===== config.mk =====
export PLATFORM = sky130hd
export DESIGN_NAME = shift_req_arbiter_flat
export DESIGN_NICKNAME = d
export VERILOG_FILES = /design/src/rtl/shift_req_arbiter_if.sv /design/src/rtl/shift_req_arbiter.sv /design/src/flat_wrapper.sv
export SDC_FILE = /design/constraint.sdc
export NUM_CORES = 1
export LEC_CHECK = 0
export BUFFER_PORTS_ARGS = -buffer_cell sky130_fd_sc_hd__buf_2
export CAP_MARGIN = 20
export CORE_MARGIN = 5
export CORE_UTILIZATION = 37
export DETAILED_ROUTE_END_ITERATION = 10
export GPL_ROUTABILITY_DRIVEN = 0
export GPL_TIMING_DRIVEN = 0
export PLACE_DENSITY = 0.65
export SYNTH_ARGS = -nofsm -noshare
export SYNTH_HDL_FRONTEND = slang
export SYNTH_HIERARCHICAL = 1
export SYNTH_SLANG_ARGS = --single-unit

===== constraint.sdc =====
create_clock -name clk -period 1.4 [get_ports clk]
set_input_delay 0.28 -clock clk [delete_from_list [all_inputs] [get_ports clk]]
set_output_delay 0.28 -clock clk [all_outputs]
set_load 0.1 [all_outputs]

===== src/rtl/shift_req_arbiter_if.sv =====
// ---------------------------------------------------------------------------
// shift_req_arbiter_if
//   Bundles the two request channels and the response channel of the
//   shared-shifter arbiter.
//
//   Handshake rule (all three channels): a transfer happens on a rising clock
//   edge where valid && ready. The source holds valid and its payload
//   unchanged until that edge. The sink may raise ready independently of
//   valid. It may also raise ready combinationally from valid, which the
//   arbiter does for req0_ready/req1_ready.
//
//   Signals
//     req0_valid/data/amt, req0_ready  requester 0 channel
//     req1_valid/data/amt, req1_ready  requester 1 channel
//     rsp_valid/data/id,  rsp_ready    response channel (id = owning requester)
//
//   Modports
//     master : requesters + response consumer (testbench / system side)
//     slave  : the arbiter
// ---------------------------------------------------------------------------
interface shift_req_arbiter_if #(
    parameter int AMT_W = 3
);
    logic             req0_valid;
    logic [3:0]       req0_data;
    logic [AMT_W-1:0] req0_amt;
    logic             req0_ready;

    logic             req1_valid;
    logic [3:0]       req1_data;
    logic [AMT_W-1:0] req1_amt;
    logic             req1_ready;

    logic             rsp_valid;
    logic [3:0]       rsp_data;
    logic             rsp_id;
    logic             rsp_ready;

    modport master (
        output req0_valid, req0_data, req0_amt,
        input  req0_ready,
        output req1_valid, req1_data, req1_amt,
        input  req1_ready,
        input  rsp_valid, rsp_data, rsp_id,
        output rsp_ready
    );

    modport slave (
        input  req0_valid, req0_data, req0_amt,
        output req0_ready,
        input  req1_valid, req1_data, req1_amt,
        output req1_ready,
        output rsp_valid, rsp_data, rsp_id,
        input  rsp_ready
    );
endinterface


===== src/rtl/shift_req_arbiter.sv =====
// ---------------------------------------------------------------------------
// barrel_shifter_4bit
//   Combinational 4-bit logical left shift by 0..3, zero fill.
//   Ports: a (operand), shift_amt (0..3), y (result).
//
// shift_req_arbiter
//   Round-robin arbiter sharing one barrel_shifter_4bit between two
//   requesters. Shift amounts above 3 are executed as several passes of at
//   most 3 bits, with the running result kept in acc. Results return on the
//   response channel tagged with the requester id.
//   Ports:
//     clk, rst    clock, synchronous active-high reset
//     bus         request/response channels (slave side)
//     busy        high whenever the FSM is not IDLE
//     dbg_state   current FSM state encoding (IDLE=0, SHIFT=1, DONE=2)
// ---------------------------------------------------------------------------
module barrel_shifter_4bit (
    input  logic [3:0] a,
    input  logic [1:0] shift_amt,
    output logic [3:0] y
);
    assign y = a << shift_amt;
endmodule

module shift_req_arbiter #(
    parameter int AMT_W = 3
) (
    input  logic                    clk,
    input  logic                    rst,
    shift_req_arbiter_if.slave      bus,
    output logic                    busy,
    output logic [1:0]              dbg_state
);
    typedef enum logic [1:0] {
        IDLE  = 2'd0,
        SHIFT = 2'd1,
        DONE  = 2'd2
    } state_t;

    state_t           state, state_next;
    logic [3:0]       acc;
    logic [AMT_W-1:0] rem;
    logic             id;
    logic             rr;          // 0: req0 wins a tie, 1: req1 wins a tie

    logic             gnt_valid;
    logic             gnt_id;
    logic             accept;
    logic [1:0]       step;
    logic [AMT_W-1:0] rem_next;
    logic [3:0]       shift_y;

    // Grant selection: the pointer only matters when both requesters are valid.
    always_comb begin
        gnt_valid = bus.req0_valid | bus.req1_valid;
        gnt_id    = 1'b0;
        if (bus.req0_valid && bus.req1_valid) begin
            gnt_id = rr;
        end else begin
            gnt_id = bus.req1_valid;
        end
    end

    assign accept         = (state == IDLE) && gnt_valid;
    assign bus.req0_ready = accept && !gnt_id;
    assign bus.req1_ready = accept &&  gnt_id;

    // Each pass shifts by at most 3; step never exceeds rem, so rem cannot wrap.
    always_comb begin
        step = rem[1:0];
        if (rem > AMT_W'(3)) begin
            step = 2'd3;
        end
    end

    assign rem_next = rem - AMT_W'(step);

    barrel_shifter_4bit u_shifter (
        .a         (acc),
        .shift_amt (step),
        .y         (shift_y)
    );

    always_comb begin
        state_next = state;
        case (state)
            IDLE:    if (accept)          state_next = SHIFT;
            SHIFT:   if (rem_next == '0)  state_next = DONE;
            DONE:    if (bus.rsp_ready)   state_next = IDLE;
            default:                      state_next = IDLE;
        endcase
    end

    always_ff @(posedge clk) begin
        if (rst) begin
            state <= IDLE;
            acc   <= '0;
            rem   <= '0;
            id    <= 1'b0;
            rr    <= 1'b0;
        end else begin
            state <= state_next;
            case (state)
                IDLE: begin
                    if (accept) begin
                        acc <= gnt_id ? bus.req1_data : bus.req0_data;
                        rem <= gnt_id ? bus.req1_amt  : bus.req0_amt;
                        id  <= gnt_id;
                        rr  <= ~gnt_id;
                    end
                end
                SHIFT: begin
                    acc <= shift_y;
                    rem <= rem_next;
                end
                default: ;
            endcase
        end
    end

    // Response payload is forced to zero outside DONE so idle outputs are clean.
    assign bus.rsp_valid = (state == DONE);
    assign bus.rsp_data  = (state == DONE) ? acc : 4'd0;
    assign bus.rsp_id    = (state == DONE) ? id  : 1'b0;
    assign busy          = (state != IDLE);
    assign dbg_state     = state;
endmodule


===== src/flat_wrapper.sv =====
// flat-port wrapper written by rule: the top's interface ports become plain ports
module shift_req_arbiter_flat 
#(
    parameter int AMT_W = 3
)
  (clk, rst, busy, dbg_state, bus_req0_valid, bus_req0_data, bus_req0_amt, bus_req0_ready, bus_req1_valid, bus_req1_data, bus_req1_amt, bus_req1_ready, bus_rsp_valid, bus_rsp_data, bus_rsp_id, bus_rsp_ready);
  shift_req_arbiter_if #(.AMT_W(AMT_W)) bus_i ();
  input  logic clk;
  input  logic rst;
  output logic busy;
  output logic [1:0] dbg_state;
  input wire logic [$bits(bus_i.req0_valid)-1:0] bus_req0_valid;
  input wire logic [$bits(bus_i.req0_data)-1:0] bus_req0_data;
  input wire logic [$bits(bus_i.req0_amt)-1:0] bus_req0_amt;
  output wire logic [$bits(bus_i.req0_ready)-1:0] bus_req0_ready;
  input wire logic [$bits(bus_i.req1_valid)-1:0] bus_req1_valid;
  input wire logic [$bits(bus_i.req1_data)-1:0] bus_req1_data;
  input wire logic [$bits(bus_i.req1_amt)-1:0] bus_req1_amt;
  output wire logic [$bits(bus_i.req1_ready)-1:0] bus_req1_ready;
  output wire logic [$bits(bus_i.rsp_valid)-1:0] bus_rsp_valid;
  output wire logic [$bits(bus_i.rsp_data)-1:0] bus_rsp_data;
  output wire logic [$bits(bus_i.rsp_id)-1:0] bus_rsp_id;
  input wire logic [$bits(bus_i.rsp_ready)-1:0] bus_rsp_ready;
  assign bus_i.req0_valid = bus_req0_valid;
  assign bus_i.req0_data = bus_req0_data;
  assign bus_i.req0_amt = bus_req0_amt;
  assign bus_req0_ready = bus_i.req0_ready;
  assign bus_i.req1_valid = bus_req1_valid;
  assign bus_i.req1_data = bus_req1_data;
  assign bus_i.req1_amt = bus_req1_amt;
  assign bus_req1_ready = bus_i.req1_ready;
  assign bus_rsp_valid = bus_i.rsp_valid;
  assign bus_rsp_data = bus_i.rsp_data;
  assign bus_rsp_id = bus_i.rsp_id;
  assign bus_i.rsp_ready = bus_rsp_ready;
  shift_req_arbiter #(.AMT_W(AMT_W)) u_core (.clk(clk), .rst(rst), .bus(bus_i), .busy(busy), .dbg_state(dbg_state));
endmodule

==> results of run 1 <==
## synthesized netlist by cell type
library cell,count
a211o_1,1
a211oi_1,8
a21boi_0,1
a21oi_1,2
a22oi_1,1
a311oi_1,1
and2_1,5
and3_1,1
and4b_1,1
buf_2,2
buf_4,1
buf_6,1
clkbuf_1,3
dfxtp_1,11
ha_1,1
inv_1,4
mux2i_1,4
nand2b_1,3
nand3b_1,1
nor2_1,4
nor2b_1,9
nor3_2,1
nor3b_1,1
nor4b_1,6
o211ai_1,6
o21a_1,1
o21ai_1,1
o21bai_1,1
o311a_1,1
o31a_1,1
o41ai_2,6
or2_2,2
or3_1,1
xnor2_1,1
## area by class of cell
type	instances	area share, %
Tap cell	28	2.34
Clock buffer	4	1.75
Sequential cell	11	15.5
Buffer	6	4.76
Inverter	4	1.25
Timing Repair Buffer	45	27.0
Multi-Input combinational cell	72	47.4
## report_power, final
part           internal [mW]  total (mW)  switching, mW
combinational          0.676        1.50          0.819
sequential             0.400       0.497         0.0968
clock                  0.110       0.232          0.121
total                   1.19        2.22           1.04
## registers in the layout (all words and copies together), names as in the netlist
name,count
u_core/rem,3
u_core/rr,1
u_core/dbg_state,2
u_core/id,1
u_core/acc,4
## cell families after synthesis
kind of cell             after synthesis  share of synthesized area, %
flip-flops                            11                          25.8
AO/OA/AOI/OAI                         31                          33.2
multiplexers                           4                          4.69
adder cells (fa/ha/maj)                1                          1.46
buffers and inverters                 11                          6.44
XOR/XNOR                               1                          1.03
AND/OR/NAND/NOR                       35                          27.4
## timing repair
action | CTS | global route
endpoints found under the setup margin | 16 | 18
cloned | 0 | 1
resized for setup | 42 | 15
pin swaps | 4 | 8
buffers inserted | 6 | 10
## per-layer routing
metal  track usage (%)  wire length (um)
met2              30.2              1470
met5                 0                 0
met4              6.95                65
met1              20.5              1220
met3              2.90               138
## critical path: stages (launching register included)
cell and delay [ps]:
dfxtp_4 360, clkbuf_16 140, nor2_4 160, clkinvlp_4 130, a211oi_4 210, buf_12 210
## worst max-delay path by stage
| stage | from | endpoint | slack, ps |
|---|---|---|---|
| after floorplan | u_core/dbg_state[0] | bus_req0_ready | -1150 |
| after global placement | bus_req0_valid | bus_req1_ready | -480 |
| after detailed placement | bus_req0_valid | bus_req1_ready | -500 |
| after CTS | u_core/dbg_state[0] | bus_req0_ready | -360 |
| after global routing | u_core/dbg_state[0] | bus_req0_ready | -450 |
| final | u_core/dbg_state[0] | bus_req0_ready | -370 |
==> metrics.yaml, run 1 <==
run_status:
  run_status: "finished, violations left"
  violations: "setup timing"
grt:
  grt_pass1_wl_um: 4510
  track_usage_pct: 17.2
  grt.overflow.total: 0
  grt_pass1_vias: 991
  grt_max_degree: 11
  antenna_found_initial: 0
timing:
  worstMarginPinSlew_ps: 501
  whs_ps: 204
  hold_viol: 0
  slew_headroom_pct: 66.6
  finalWorstSetupSlack_ps: -366
  timing.final.crit_period_ps: 1770
  fin_crit_sh_pct: 126
  drv_slew: 0
  final.setup.tns_ps: -3650
  fmax_ghz: 0.566
  skew_ps: 0.369
  setup_viol: 16
  rsz0062_at_grt: "true"
finish:
  areaGrowthSynthToFinish_pct: 75.3
  diodes: 0
  nFillCells: 183
  final_cell_mix: "buf_2 (18), buf_4 (16), buf_12 (8)"
  drive_gt1_share_pct: 60.6
  final_common_cell: "buf_2"
  ff_latch_area_um2: 233
  fin_cells: 170
  nets: 163
  final_area_um2: 1500
  fin_util_pct: 67.7
  multiInputGateArea_um2: 709
min_path:
  holdPathEnd: "u_core/dbg_state[1]"
  worstHoldStart: "rst"
  min_path_type: "primary input to flip-flop"
  holdPathStages: 2
synth:
  synth_area_um2: 855
  postSynthAreaPerCell_um2: 9.09
  synthCells: 94
  yosysSeqAreaShare_pct: 25.8
  synth_seq_cells: 11
  yosysWarnings: 6
  synth_top_area_share_pct: 25.8
  ys_types: 34
  yosysTopAreaCell: "dfxtp_1"
  yosys-top-cells-area: "dfxtp_1 (26%), o41ai_2 (11%), a211oi_1 (7.0%), nor2b_1 (6.6%), nor4b_1 (6.1%)"
  syn_nets: 114
cts:
  clockBufferDepth: 2
  h-tree-depth: 1
  clk-insertion-delay-late_ps: 270
  hold_buffers: 0
  clock_sinks: 11
  clock-root-buffer: "clkbuf_4"
  clkTransAtPathRegs_ps: 80
  cts_buffers: 3
  cts_tree: "built"
worst_setup_path:
  required_ps: 1120
  worstSetupPathType: "flip-flop to output port"
  crit_path_end_kind: "output port"
  worstPathArrival_ps: 1490
  rr_worst_depth: 6
  r2r_end: "u_core/acc[3]"
  r2r-start: "u_core/dbg_state[0]"
  rrSetupSlack_ps: -160
  crit_path_max_fanout: 4
  critPathLaunchType: "flip-flop"
die:
  core_um2: 2210
  rows: 17
  die_area_um2: 3370
  die_w_um: 58.1
  die_y_um: 58.1
  initial_core_util_pct: 38.6
  ios: 30
power:
  power_mw: 2.22
  p_per_area_nw_per_um2: 1480
  peakVddDrop_mv: 1.14
  p_leak_nw: 0.635
routing:
  ant_nets: 0
  num_vias: 953
  drtIter0Drc: 20
  drtPass1Iterations: 4
  drcViolationCount: 0
  vias_per_cell: 5.61
  wl_per_cell_um: 17.0
  routed_wl_um: 2890
place:
  port_buffers: 28
  pre_cts_ws_ps: -497
  dp_hpwl_um: 1810
  postPlaceCellArea_um2: 1130
  place_inst: 150
job:
  cap_violations: 0
Power figures use the tool's default switching activity.
==> run 2, diff against run 1 <==
--- a/config.mk
+++ b/config.mk
@@ -12,7 +12,7 @@
 export DETAILED_ROUTE_END_ITERATION = 10
 export GPL_ROUTABILITY_DRIVEN = 0
 export GPL_TIMING_DRIVEN = 0
-export PLACE_DENSITY = 0.65
+export PLACE_DENSITY = 0.73
 export SYNTH_ARGS = -nofsm -noshare
 export SYNTH_HDL_FRONTEND = slang
 export SYNTH_HIERARCHICAL = 1
==> constraint.sdc (replaced) <==
create_clock -name clk -period 2.3 [get_ports clk]
set_input_delay 0.46 -clock clk [delete_from_list [all_inputs] [get_ports clk]]
set_output_delay 0.46 -clock clk [all_outputs]
set_load 0.1 [all_outputs]
==> metrics.yaml, run 2 (same netlist as run 1, synthesis figures left out) <==
run_status:
  run_status: "finished clean"  # was finished, violations left
worst_setup_path:
  required_ps: 1840  # was 1120 ps
  worstSetupPathType: "flip-flop to output port"  # unchanged
  worstPathArrival_ps: 1720  # was 1490 ps
  critPathLaunchType: "flip-flop"  # unchanged
  crit_path_end_kind: "output port"  # unchanged
  crit_path_max_fanout: 10  # was 4
grt:
  track_usage_pct: 16.0  # was 17.2%
  globalRouteMet3Util_pct: 4.45  # was 2.90%
  met1_usage_pct: 20.3  # was 20.5%
  grt_pass1_wl_um: 4150  # was 4510 um
  grt_max_degree: 11  # unchanged
  busiest_layer: "met2"  # unchanged
  antenna_found_initial: 0  # unchanged
  use_met2_pct: 25.8  # was 30.2%
  grt.overflow.total: 0  # unchanged
  grt_pass1_vias: 904  # was 991
timing:
  setup_viol: 0  # was 16
  rsz0062_at_grt: "false"  # was true
  timing.final.crit_period_ps: 2180
  skew_ps: 10.1  # was 0.369 ps
  drv_slew: 0  # unchanged
  slew_headroom_pct: 59.2  # was 66.6%
  fin_crit_sh_pct: 94.8
  hold_viol: 0  # unchanged
  finalWorstSetupSlack_ps: 119  # was -366 ps
  worstMarginPinSlew_ps: 609  # was 501 ps
  fmax_ghz: 0.459
place:
  postPlaceCellArea_um2: 1090  # was 1130 um2
  dp_hpwl_um: 1800  # was 1810 um
  pre_cts_ws_ps: 16.7  # was -497 ps
  port_buffers: 28  # unchanged
power:
  combPwrFrac_pct: 60.4  # was 67.3%
  p_int_uw: 525  # was 1.19 mW
  p_sw_uw: 548  # was 1.04 mW
  p_leak_nw: 0.491  # was 0.635 nW
  p_per_area_nw_per_um2: 964  # was 1480 nW/um2
  switching_share_pct: 51.1  # was 46.7%
  seq_power_share_pct: 26.7  # was 22.3%
  p_clk_share_pct: 12.9  # was 10.4%
  peakVddDrop_mv: 0.559  # was 1.14 mV
  power_mw: 1.07  # was 2.22 mW
cts:
  cts_buffers: 3  # unchanged
  clock_sinks: 11  # unchanged
  clkTransAtPathRegs_ps: 80  # about the same
  clockBufferDepth: 2  # unchanged
  cts_tree: "built"  # unchanged
  clock-root-buffer: "clkbuf_4"  # unchanged
  hold_buffers: 0  # unchanged
  h-tree-depth: 1  # unchanged
  clk-insertion-delay-late_ps: 270  # about the same
  cts_setup_buffers: 0  # was 6
routing:
  vias_per_cell: 5.70  # was 5.61
  drtIter0Drc: 48  # was 20
  wl_per_cell_um: 15.6  # was 17.0 um
  ant_nets: 0  # unchanged
  drtPass1Iterations: 4  # unchanged
  num_vias: 867  # was 953
  routed_wl_um: 2370  # was 2890 um
  drcViolationCount: 0  # unchanged
die:
  core_um2: 2210  # unchanged
  ios: 30  # unchanged
  die_area_um2: 3370  # unchanged
  die_w_um: 58.1  # unchanged
  initial_core_util_pct: 38.6  # unchanged
  die_y_um: 58.1  # unchanged
  rows: 17  # unchanged
finish:
  final_common_cell: "buf_2"  # unchanged
  nFillCells: 218  # was 183
  final_area_um2: 1110  # was 1500 um2
  drive_gt1_share_pct: 46.0  # was 60.6%
  nets: 145  # was 163
  top_register: "u_core/acc"  # unchanged
  diodes: 0  # unchanged
  final_cell_mix: "buf_2 (30), dfxtp_1 (9), nor2b_1 (8)"  # was buf_2 (18), buf_4 (16), buf_12 (8)
  largest_reg_flops: 4  # unchanged
  areaGrowthSynthToFinish_pct: 30.2  # was 75.3%
min_path:
  min_path_type: "primary input to flip-flop"  # unchanged
job:
  cap_violations: 0  # unchanged
-- run 2: changes by cell type in the layout (fill, tap and decap cells not counted), sizes merged --
cell,before,now
buf,48,32
clkbuf,7,5
-- run 2: layout make-up --
class / instances / area, um2 / area share, %
multi-input cells: 72 / 622 / 55.9
flip-flops and latches: 11 / 228 / 20.5
repair buffers: 28 / 140 / 12.6
plain buffers: 5 / 42.5 / 3.82
well taps: 28 / 35.0 / 3.15
clock buffers: 4 / 26.3 / 2.36
inverters: 4 / 18.8 / 1.69
-- run 2: per-layer routing --
layer,vias up,wire (um)
met1,404,1050
met5,-,0
met3,2,221
met4,0,7
li1,422,-
met2,39,1090
-- run 2: through the flow --
stage | std cells | util (%) | setup TNS, ps | hold WS, ps
2_1_floorplan | 94 | - | -493 | 457
3_3_place_gp | 150 | 49.3 | 0 | 479
3_5_place_dp | 150 | 49.3 | 0 | 493
4_1_cts | 153 | 50.3 | 0 | 378
5_1_grt | 152 | 50.3 | 0 | 377
6_report | 152 | 50.3 | 0 | 387
-- run 2: path summary, 6_finish.rpt --
kind / cells past startpoint / startpoint / slack, ps / to
hold / removal: 2 / rst / 390 / u_core/dbg_state[1]
setup / recovery: 5 / u_core/dbg_state[0] / 120 / bus_req0_ready
setup reg to reg: 5 / u_core/rem[2] / 630 / u_core/rem[2]
hold reg to reg: 1 / u_core/rr / 500 / u_core/rr
-- run 2: power by group through the flow --
| stage | registers [mW] | logic [mW] | clock network, mW |
|---|---|---|---|
| 2_1_floorplan | 0.333 | 0.487 | 0 |
| 3_3_place_gp | 0.289 | 0.633 | 0 |
| 3_5_place_dp | 0.291 | 0.647 | 0 |
| 4_1_cts | 0.286 | 0.648 | 0.143 |
| 5_1_grt | 0.295 | 0.690 | 0.156 |
| 6_report | 0.287 | 0.647 | 0.139 |
-- run 2: what timing repair did --
action                     CTS  global route
cloned                       0             0
gates resized for setup      0             1
setup endpoints to repair    1             2
-- run 2: critical path, cell delays in order (launching register included) --
cell and delay [ps]:
dfxtp_4 360, clkbuf_8 170, nor2_4 150, clkinvlp_4 130
a211oi_4 190, buf_2 450
